### config.mk
export PLATFORM = sky130hd
export DESIGN_NAME = contador_descendente
export DESIGN_NICKNAME = d
export VERILOG_FILES = /design/src/rtl/contador_pkg.sv /design/src/rtl/contador_descendente.sv
export SDC_FILE = /design/constraint.sdc
export NUM_CORES = 1
export LEC_CHECK = 0
export CAP_MARGIN = 20
export CORE_UTILIZATION = 47
export DETAILED_ROUTE_END_ITERATION = 12
export PLACE_DENSITY = 0.74
export SYNTH_ARGS = -nofsm -noshare
export SYNTH_HDL_FRONTEND = slang
export SYNTH_SLANG_ARGS = --single-unit
export TNS_END_PERCENT = 30
### constraint.sdc
create_clock -name clk -period 3.2 [get_ports clk]
set_clock_uncertainty 0.15 [all_clocks]
set_input_delay 0.64 -clock clk [delete_from_list [all_inputs] [get_ports clk]]
set_output_delay 0.64 -clock clk [all_outputs]
set_load 0.1 [all_outputs]
### src/rtl/contador_pkg.sv
// contador_pkg: shared state encoding and default width for the down-counter
package contador_pkg;
  typedef enum logic [1:0] {IDLE, RUN, PAUSA} estado_t;
  localparam int CONT_WIDTH_DEF = 4;
endpackage

### src/rtl/contador_descendente.sv
// contador_descendente: loadable down-counter with pause, cancel, auto-reload and a one-cycle done pulse
module contador_descendente
  import contador_pkg::*;
#(
  parameter int WIDTH = CONT_WIDTH_DEF
) (
  input  logic             clk,
  input  logic             rst,
  input  logic             start,
  input  logic [WIDTH-1:0] carga,
  input  logic             pausa,
  input  logic             cancelar,
  input  logic             recarga,
  output logic [WIDTH-1:0] Q,
  output logic             busy,
  output logic             done
);
  estado_t estado, next_estado;
  logic [WIDTH-1:0] carga_r, next_carga, next_q;
  logic next_done;
  logic terminal;
  assign terminal = Q == WIDTH'(1);
  assign busy = estado != IDLE;
  always_comb begin
    next_estado = estado;
    next_q = Q;
    next_carga = carga_r;
    next_done = 1'b0;
    case (estado)
      IDLE: if (start) begin
        next_q = carga;
        next_done = carga == '0;
        if (carga != '0) begin
          next_carga = carga;
          next_estado = RUN;
        end
      end
      RUN: if (cancelar) begin
        next_q = '0;
        next_estado = IDLE;
      end else if (pausa) begin
        next_estado = PAUSA;
      end else if (terminal) begin
        next_done = 1'b1;
        next_q = recarga ? carga_r : '0;
        next_estado = recarga ? RUN : IDLE;
      end else begin
        next_q = Q - 1'b1;
      end
      PAUSA: if (cancelar) begin
        next_q = '0;
        next_estado = IDLE;
      end else if (!pausa) begin
        next_estado = RUN;
      end
      default: next_estado = IDLE;
    endcase
  end
  always_ff @(posedge clk or negedge rst) begin
    if (!rst) begin
      estado <= IDLE;
      Q <= '0;
      carga_r <= '0;
      done <= 1'b0;
    end else begin
      estado <= next_estado;
      Q <= next_q;
      carga_r <= next_carga;
      done <= next_done;
    end
  end
endmodule

==> out/results.md <==
Logic synthesis
* 87 — syn_nets
* 25 — count of unique library cells instantiated by Yosys
* 36.1% — area share of the largest cell type after synthesis
* 762 um^2 — netlist area before placement
* 11 — number of synthesized register bits
* 10.7 um^2 — Avg Inst Size Synth
* sky130_fd_sc_hd__dfrtp_1 — biggest area consumer among synthesized cells
* 0 — Yosys warning total
* sky130_fd_sc_hd__dfrtp_1 36%, sky130_fd_sc_hd__ha_1 9.9%, sky130_fd_sc_hd__mux2_4 9.9% — main area contributors after synthesis
* 36.1% — Seq/Total Area, Yosys
* 71 — number of standard cells after synthesis

STA
* 0 — total count of hold-check failures in the final report
* 0 — pins over their slew limit
* no — setup repair after global routing missed its margin
* 52.3% — relative max-transition margin
* 0 ns — total negative slack
* 456 MHz — highest clock frequency the design can meet
* 0.715 ns — actual slew at the worst max-slew pin
* 68.5% — final worst-path cycle share
* 0 — count of endpoints failing setup in the final report
* 2.19 ns — post-route minimum period

Critical path
* 4 — largest fanout of any net on the critical path
* 1.40 ns — CP Data Arrival Time
* register to primary output — type of the worst setup path
* register — Worst setup SP type
* primary output — kind of end point of the critical path
* 2.41 ns — CP required

Drt
* 9 — initial drt markers
* 618 — via count
* 4 — router iterations before antenna repair
* 0 — count of unresolved DRC violations after routing
* 14.8 um — routed wire length per instance
* 0 — number of antenna-violating nets in the routed design
* 5.83 — number of vias per cell
* 1.56 mm — post-detailed-routing wire length

Die
* 14 — number of core rows
* 50.6% — effective utilization at floorplan
* 1510 um^2 — Core Footprint
* 42.3 um — die outline height
* 16 — number of top-level pins
* 1790 um^2 — total die area
* 42.3 um — width of the die

Placement
* 0.892 — GPL Wtd Cong
* 102 — total instance count after detailed placement
* 917 um^2 — post-place instance area
* 1.17 mm — hpwl dp
* 15 — buffers added on ports

Cells and area
* 0 — diodes inserted
* 11 x sky130_fd_sc_hd__dfrtp_1, 9 x sky130_fd_sc_hd__clkdlybuf4s50_1, 8 x sky130_fd_sc_hd__inv_1 — commonest non-fill, non-tap cells in the layout
* 457 um^2 — multi-input gate area in the final layout
* sky130_fd_sc_hd__dfrtp_1 — commonest non-fill, non-tap cell in the layout
* 107 — Nets
* 23.8% — area growth from synthesis to layout
* 106 — count of placed standard cells in the final layout, fillers left out
* 23.3% — fraction of final layout cells with drive strength greater than 1
* 943 um^2 — final non-filler cell area
* 123 — Filler Cells Inserted
* 275 um^2 — area used by sequential logic in the layout

Clock network
* built — TritonCTS clock tree
* sky130_fd_sc_hd__clkbuf_4 — root buffer cell
* 0 — setup repair bufs after CTS
* 0 — number of gates given a new drive strength after cts
* 2 — largest buffer count on any clock path
* 0 — number of buffers inserted by hold repair at cts
* 0.08 ns — clock transition time at the flip-flop clock pins of the worst setup and hold paths
* 1 — number of H-tree branching levels
* 11 — clock sinks
* 0.28 ns — clock latency reported for the late side of the worst-skew pair
* 3 — CTS buffer count

Global routing
* 12 — largest net degree at the start of global routing
* 618 — via count of the first global-routing pass
* 0 — GR Overflow Total
* 0 — number of antenna violations at the first check in global routing
* 20.2% — GRT Resource Usage Total
* 2.67 mm — wire length of the first global-routing pass

Status
* finished, final reports clean — status

Flow run
* 0 — max-cap violation count

Hold path
* register to register — worst min path class

-- sequential cells by signal, indices dropped and copies added, names as in the netlist --
register / flops
Q: 4
carga_r: 4
estado: 2
done: 1
-- stage by stage --
stage	setup WS [ns]	hold WS [ns]	util (%)
after detailed placement	0.802	0.343	60.9
after global placement	0.814	0.345	60.9
after floorplan	0.681	0.194	-
after global routing	0.909	0.398	62.6
after CTS	1.00	0.365	62.6
final	1.01	0.360	62.6
-- critical path, cell delays in order, from the launching register on --
cell                      delay, ns
sky130_fd_sc_hd__dfrtp_1       0.40
sky130_fd_sc_hd__inv_1         0.08
sky130_fd_sc_hd__ha_1          0.25
sky130_fd_sc_hd__inv_1         0.10
sky130_fd_sc_hd__buf_4         0.29
-- cell type report --
class                      count  share of cell area, %
multi-input combinational     52                   48.4
sequential                    11                   29.2
timing repair buffer          15                   14.3
inverter                       8                   3.18
clock buffer                   4                   2.79
tap                           16                   2.12
-- cell families after synthesis --
kind of cell    count (synthesis)  share of synthesized area (%)
simple gates                   19                           16.9
fa+ha+maj                       6                           9.85
mux                             9                           15.1
buf+inv                         8                           3.94
flops                          11                           36.1
compound gates                 17                           16.9
xor+xnor                        1                           1.15
-- metal layers --
metal	GRT usage [%]	wire, um	vias to the layer above
li1	-	-	296
met1	22.8	668	295
met2	33.8	763	20
met3	6.90	89	7
met4	9.38	43	0
met5	0	0	-
-- cell usage after synthesis, drive strengths merged --
| library cell | n |
|---|---|
| mux2 | 5 |
| nor2 | 2 |
| nor2b | 1 |
| nand3 | 2 |
| nand2b | 2 |
| o21ai | 2 |
| a21oi | 5 |
| or4b | 1 |
| xnor2 | 1 |
| or4 | 1 |
| inv | 8 |
| nand4b | 1 |
| nand2 | 7 |
| ha | 6 |
| a2bb2oi | 3 |
| nor3b | 2 |
| dfrtp | 11 |
| mux2i | 4 |
| a21o | 1 |
| a31oi | 2 |
| a221oi | 3 |
| o221ai | 1 |
-- final timing paths --
kind | from | end | slack, ns | depth (start not counted)
min | carga_r[0] | carga_r[0] | 0.36 | 1
max reg2reg | Q[1] | estado[0] | 1.17 | 6
min in group asynchronous | rst | carga_r[3] | 0.54 | 1
max in group asynchronous | rst | Q[3] | 2.02 | 1
min reg2reg | carga_r[0] | carga_r[0] | 0.36 | 1
max | estado[0] | busy | 1.01 | 4
Power is not shown: default switching activity piles up to over one toggle a cycle in this logic, so the estimate is an artifact.
